### config.mk
export PLATFORM = sky130hd
export DESIGN_NAME = ldmx_reg_client
export DESIGN_NICKNAME = d
export VERILOG_FILES = /design/src/rtl/ldmx_reg_client.sv
export SDC_FILE = /design/constraint.sdc
export NUM_CORES = 1
export LEC_CHECK = 0
export CAP_MARGIN = 30
export CORE_MARGIN = 2
export CORE_UTILIZATION = 44
export CTS_CLUSTER_DIAMETER = 60
export DETAILED_ROUTE_END_ITERATION = 16
export PLACE_DENSITY_LB_ADDON = 0.05
export SYNTH_ARGS = -nofsm -noshare
export SYNTH_HDL_FRONTEND = slang
export SYNTH_SLANG_ARGS = --single-unit
### constraint.sdc
create_clock -name axilClk -period 3.15 [get_ports axilClk]
set_input_delay 0.4725 -clock axilClk [delete_from_list [all_inputs] [get_ports axilClk]]
set_output_delay 0.4725 -clock axilClk [all_outputs]
set_load 0.03 [all_outputs]
### src/rtl/ldmx_reg_client.sv
`default_nettype none
// ============================================================================
// Module   : ldmx_reg_client
// Purpose  : Register-bank client behind a strobe/acknowledge merger. It
//            provides eight RW control words, a sampled status word, a
//            saturating event counter, a self-clearing pulse register and a
//            constant block ID.
// Ports    : axilClk / axilRst   - clock, synchronous active-high reset
//            rstr / raddr        - read strobe (level) and word address
//            rack / dout         - read acknowledge (level) and read data
//            wstr / waddr / wdata- write strobe (level), word address, data
//            wack                - write acknowledge (level)
//            ctrl                - control registers 0..7, packed 32b each
//            status_in           - live status word (RO offset 0x8)
//            count_in            - event pulse feeding the counter
//            pulse_out           - one-cycle action pulses (offset 0xA)
// Revision : 1.0 - initial release
// ============================================================================
module ldmx_reg_client #(
   parameter logic [31:0] CTRL_RESET = 32'h0,
   parameter logic [31:0] BLOCK_ID   = 32'h1D3A0001
) (
   input  logic          axilClk,
   input  logic          axilRst,
   input  logic          rstr,
   input  logic [17:0]   raddr,
   output logic          rack,
   output logic [31:0]   dout,
   input  logic          wstr,
   input  logic [17:0]   waddr,
   input  logic [31:0]   wdata,
   output logic          wack,
   output logic [255:0]  ctrl,
   input  logic [31:0]   status_in,
   input  logic          count_in,
   output logic [31:0]   pulse_out
);

   localparam logic [3:0] c_OFF_STATUS = 4'h8;
   localparam logic [3:0] c_OFF_COUNT  = 4'h9;
   localparam logic [3:0] c_OFF_PULSE  = 4'hA;
   localparam logic [3:0] c_OFF_ID     = 4'hB;

   // Read channel states: R_WAIT is the cycle after capture, R_ACK holds
   // the acknowledge until the merger drops its strobe.
   localparam logic [1:0] c_RD_IDLE = 2'd0;
   localparam logic [1:0] c_RD_WAIT = 2'd1;
   localparam logic [1:0] c_RD_ACK  = 2'd2;

   logic [255:0] r_ctrl;
   logic [31:0]  r_event_cnt;
   logic [31:0]  r_pulse;
   logic [31:0]  r_hold;
   logic         r_rstr_q;
   logic         r_wstr_q;
   logic         r_wack_q;
   logic [1:0]   r_rd_state;
   logic [1:0]   w_rd_next;
   logic         w_rack_q;
   logic         w_rd_start;
   logic         w_wr_start;
   logic [3:0]   w_roff;
   logic [3:0]   w_woff;
   logic [31:0]  w_rd_value;
   logic         w_unused_addr;

   assign w_roff = raddr[3:0];
   assign w_woff = waddr[3:0];

   // The upper address bits were already decoded by the merger.
   assign w_unused_addr = ^{raddr[17:4], waddr[17:4]};

   // Transactions start only on a strobe rising edge; a held strobe never
   // retriggers. History resets to 1 so a strobe already high when reset
   // releases must first be seen low.
   assign w_rd_start = rstr & ~r_rstr_q;
   assign w_wr_start = wstr & ~r_wstr_q;

   always_ff @(posedge axilClk) begin
      if (axilRst) begin
         r_rstr_q <= 1'b1;
         r_wstr_q <= 1'b1;
      end else begin
         r_rstr_q <= rstr;
         r_wstr_q <= wstr;
      end
   end

   // ------------------------------------------------------------------
   // Write channel
   // ------------------------------------------------------------------
   always_ff @(posedge axilClk) begin
      if (axilRst) begin
         r_ctrl <= {8{CTRL_RESET}};
      end else if (w_wr_start && !w_woff[3]) begin
         r_ctrl[{w_woff[2:0], 5'b0} +: 32] <= wdata;
      end
   end

   // A clear and an event in the same cycle leaves the counter at 1.
   always_ff @(posedge axilClk) begin
      if (axilRst) begin
         r_event_cnt <= 32'h0;
      end else if (w_wr_start && (w_woff == c_OFF_COUNT)) begin
         r_event_cnt <= {31'h0, count_in};
      end else if (count_in && (r_event_cnt != 32'hFFFF_FFFF)) begin
         r_event_cnt <= r_event_cnt + 32'h1;
      end
   end

   always_ff @(posedge axilClk) begin
      if (axilRst) begin
         r_pulse <= 32'h0;
      end else if (w_wr_start && (w_woff == c_OFF_PULSE)) begin
         r_pulse <= wdata;
      end else begin
         r_pulse <= 32'h0;
      end
   end

   always_ff @(posedge axilClk) begin
      if (axilRst) begin
         r_wack_q <= 1'b0;
      end else if (w_wr_start) begin
         r_wack_q <= 1'b1;
      end else if (!wstr) begin
         r_wack_q <= 1'b0;
      end
   end

   // ------------------------------------------------------------------
   // Read channel
   // ------------------------------------------------------------------
   // Decode uses current register contents, so a same-cycle write to the
   // same register is captured with its pre-write value.
   always_comb begin
      w_rd_value = 32'h0;
      case (w_roff)
         4'h0, 4'h1, 4'h2, 4'h3,
         4'h4, 4'h5, 4'h6, 4'h7: w_rd_value = r_ctrl[{w_roff[2:0], 5'b0} +: 32];
         c_OFF_STATUS:           w_rd_value = status_in;
         c_OFF_COUNT:            w_rd_value = r_event_cnt;
         c_OFF_ID:               w_rd_value = BLOCK_ID;
         default:                w_rd_value = 32'h0;
      endcase
   end

   // Capture happens only on a rising edge, so the holding register cannot
   // change while the acknowledge is high.
   always_ff @(posedge axilClk) begin
      if (axilRst) begin
         r_hold <= 32'h0;
      end else if (w_rd_start) begin
         r_hold <= w_rd_value;
      end
   end

   always_ff @(posedge axilClk) begin
      if (axilRst) begin
         r_rd_state <= c_RD_IDLE;
      end else begin
         r_rd_state <= w_rd_next;
      end
   end

   always_comb begin
      w_rd_next = r_rd_state;
      case (r_rd_state)
         c_RD_IDLE: if (w_rd_start) w_rd_next = c_RD_WAIT;
         c_RD_WAIT: w_rd_next = rstr ? c_RD_ACK : c_RD_IDLE;
         c_RD_ACK:  w_rd_next = rstr ? c_RD_ACK : c_RD_IDLE;
         default:   w_rd_next = c_RD_IDLE;
      endcase
   end

   always_comb begin
      w_rack_q = 1'b0;
      if (r_rd_state == c_RD_ACK) begin
         w_rack_q = 1'b1;
      end
   end

   // ------------------------------------------------------------------
   // Outputs: acknowledges follow the strobe combinationally so they drop
   // in the very cycle the merger releases it, and are forced low in reset.
   // ------------------------------------------------------------------
   assign rack      = w_rack_q & rstr & ~axilRst;
   assign wack      = r_wack_q & wstr & ~axilRst;
   assign dout      = rack ? r_hold : 32'h0;
   assign ctrl      = r_ctrl;
   assign pulse_out = r_pulse;

endmodule
`default_nettype wire

==> implementation parameters <==
Parameter                              Value

STA
  Setup TNS ... 0 ns
  Fmax achieved ... 0.402 GHz
  Final Critical Period ... 2.49 ns
  Share of the cycle needed by the critical path after routing ... 78.9%
  Hold_ws ... 0.333 ns
  Count of final setup violators ... 0
  RSZ-0062 raised after global routing ... false
  Transition at the pin with the smallest max-transition slack ... 0.894 ns
  Clk_skew ... 0.0168 ns
  Final-report hold violation count ... 0
  Number of pins exceeding their max-slew limit in the final report ... 0
  Relative slew slack ... 40.4%

Drt
  First drt pass iteration count ... 5
  Vias per cell ... 5.65
  Routed WL ... 58400 um
  Starting DRT DRC Count ... 1077
  Residual DRC count ... 0
  Average wire per standard cell ... 22.3 um
  Post-route ant nets ... 0
  Routed via count ... 14800

GRT
  Gr ovfl total ... 0
  Vias in the first global route ... 14200
  Initial antenna violation count ... 3
  Global-route wire length before repair ... 85900 um
  Total Routing Usage GR ... 30.7%
  Pin count of the biggest net entering global routing ... 136

Cells and area
  Fin area ... 0.0216 mm2
  Layout Utilization ... 61.2%
  Final layout net count ... 2244
  Commonest cells after routing, fill and taps aside ... 361 x sky130_fd_sc_hd__clkdlybuf4s50_1, 357 x sky130_fd_sc_hd__dfxtp_1, 314 x sky130_fd_sc_hd__nand2_1
  Layout cell share with drive strength beyond 1 ... 11.6%
  Leading cell type in the layout, fill and taps excluded ... sky130_fd_sc_hd__clkdlybuf4s50_1
  Layout area overhead ... 38.0%

Floorplanning
  Area enclosed by the die boundary ... 0.0371 mm2
  Floorplan die width ... 193 um
  Y dimension of the die ... 193 um
  Initial core utilization ... 44.3%
  I/O Pins ... 427
  Count of standard-cell rows ... 69
  Core Footprint ... 0.0353 mm2

Placement
  Cell area after placement ... 0.0204 mm2
  Half-perimeter wire length of the detailed placement result ... 40300 um
  Count of port buffers added during placement ... 398
  Routability congestion estimate from global placement ... 0.956

Worst setup path
  Origin of the worst setup path ... wstr
  Data required time of the critical path ... 2.68 ns
  Maximum fanout encountered on the critical timing path ... 6
  Type of the setup path with the least slack ... primary input to output port
  Arrival time worst endpoint ... 2.01 ns
  Endpoint class of the critical path ... output port
  Worst r2r src ... r_event_cnt[18]
  Type of origin of the critical path ... primary input

Synthesis
  Number of distinct library cells after synthesis ... 56
  Synthesis warning total ... 0
  Synthesized area divided by synthesized cell count ... 8.77 um2
  Portion of the post-synthesis area used by sequential elements ... 45.7%
  Most common flop cell mapped by yosys ... sky130_fd_sc_hd__dfxtp_1
  Number of synthesized flops with an enable pin ... 0
  Mapped Cells ... 1785
  Fraction of synthesis flops using an asynchronous set or reset pin ... 0%
  Cell area after synthesis ... 0.0157 mm2
  Count of state elements after synthesis ... 357
  Synthesized netlist net count ... 1899

CTS
  Clk root buf ... sky130_fd_sc_hd__clkbuf_16
  Clock-pin slew reported for the worst setup and hold paths after clock tree synthesis ... 0.06 ns
  TritonCTS Buffers ... 39
  Clock tree from TritonCTS ... built
  Maximum buffer depth of the clock tree ... 3
  Post-CTS Resized ... 0
  Later-pin clock latency in the skew report ... 0.53 ns
  Hold bufs inserted after CTS ... 0
  Total setup buffers inserted after CTS ... 0
  Htree depth ... 2
  Number of sinks driven by the clock tree ... 357

Pwr
  Net Sw Frac ... 23.7%
  Static leakage power ... 7.84 nW
  Cell-internal power ... 0.00744 W
  Relative contribution of sequential cells to total power ... 46.9%
  Worst-case vdd ir drop ... 0.000434 V
  Power spent charging and discharging nets ... 0.00231 W
  Combinational Power Share ... 7.0%
  Cell Pwr Density ... 452 mW/mm2
  Part of the total power dissipated in the clock network ... 46.0%

Hold path
  HP Start ... axilRst
  Min-Delay Path Class ... primary input to flip-flop

Status
  Result of the run ... complete, no violations

Flow run
  Reported max-cap violation count ... 0
-- path summary, 6_finish.rpt --
kind | to | slack (ns) | cells after the start
hold / removal | ctrl[86] | 0.33 | 2
setup / recovery | wack | 0.66 | 3
hold reg to reg | ctrl[15] | 0.47 | 2
setup reg to reg | r_event_cnt[23] | 0.70 | 5
-- flip-flops by register name, indices dropped and copies added (netlist names) --
name / count
ctrl: 256
pulse_out: 32
r_event_cnt: 32
r_hold: 32
r_rd_state: 2
r_rstr_q: 1
r_wack_q: 1
r_wstr_q: 1
-- through the flow --
step                      total power (W)  cells  worst slack (ns)
after floorplan                   0.00504   1785            0.0934
after global placement            0.00534   2549             0.175
after detailed placement          0.00536   2550             0.169
after CTS                         0.00980   2616             0.688
after global routing               0.0100   2619             0.474
final                             0.00975   2620             0.664
-- cells in the mapped netlist (23+ instances only) --
cell type / n / area (um2)
sky130_fd_sc_hd__a21oi_1: 244 / 1220
sky130_fd_sc_hd__a221oi_1: 23 / 201
sky130_fd_sc_hd__and2_1: 66 / 413
sky130_fd_sc_hd__clkbuf_1: 128 / 480
sky130_fd_sc_hd__dfxtp_1: 357 / 7150
sky130_fd_sc_hd__mux2i_1: 66 / 661
sky130_fd_sc_hd__mux4_2: 64 / 1440
sky130_fd_sc_hd__nand2_1: 315 / 1180
sky130_fd_sc_hd__nand3_1: 82 / 410
sky130_fd_sc_hd__nor2_1: 162 / 608
sky130_fd_sc_hd__nor3_1: 73 / 365
sky130_fd_sc_hd__o21a_1: 23 / 173
-- metal layers --
metal / wire, um / track usage, % / vias to the layer above
met5: 0 / 0 / -
met4: 2110 / 11.3 / 0
met3: 5460 / 7.09 / 118
met2: 27300 / 49.6 / 656
met1: 23500 / 40.2 / 7116
li1: - / - / 6906
-- cell type report --
type                            instances  area, um2
Fill cell                            3067      13700
Sequential cell                       357       7150
Antenna cell                            4       10.0
Inverter                                9       33.8
Clock buffer                           51       1070
Timing Repair Buffer                  464       4730
Tap cell                              461        577
Clock inverter                         15        154
Multi-Input combinational cell       1259       7880
-- power groups by stage --
stage	combinational [W]	clock, W	sequential, W
after CTS	0.000683	0.00454	0.00458
after global routing	0.000732	0.00472	0.00458
after global placement	0.000669	0	0.00467
after detailed placement	0.000679	0	0.00468
final	0.000687	0.00449	0.00458
after floorplan	0.000354	0	0.00469
-- cell families (layout without fill, tap and decap cells) --
logic type	Yosys count	in the layout	synth area share [%]
simple gates	773	773	22.8
flops	357	357	45.7
compound gates	338	338	12.5
buf+inv	169	539	4.29
mux	131	131	13.5
fa+ha+maj	9	9	0.719
xor+xnor	8	8	0.448
other cells	0	4	0
-- worst max-delay path, stage by stage --
cell,delay (ns)
sky130_fd_sc_hd__clkdlybuf4s50_1,0.59
sky130_fd_sc_hd__and3b_1,0.26
sky130_fd_sc_hd__clkdlybuf4s50_1,0.69
(Power assumes the default switching activity.)
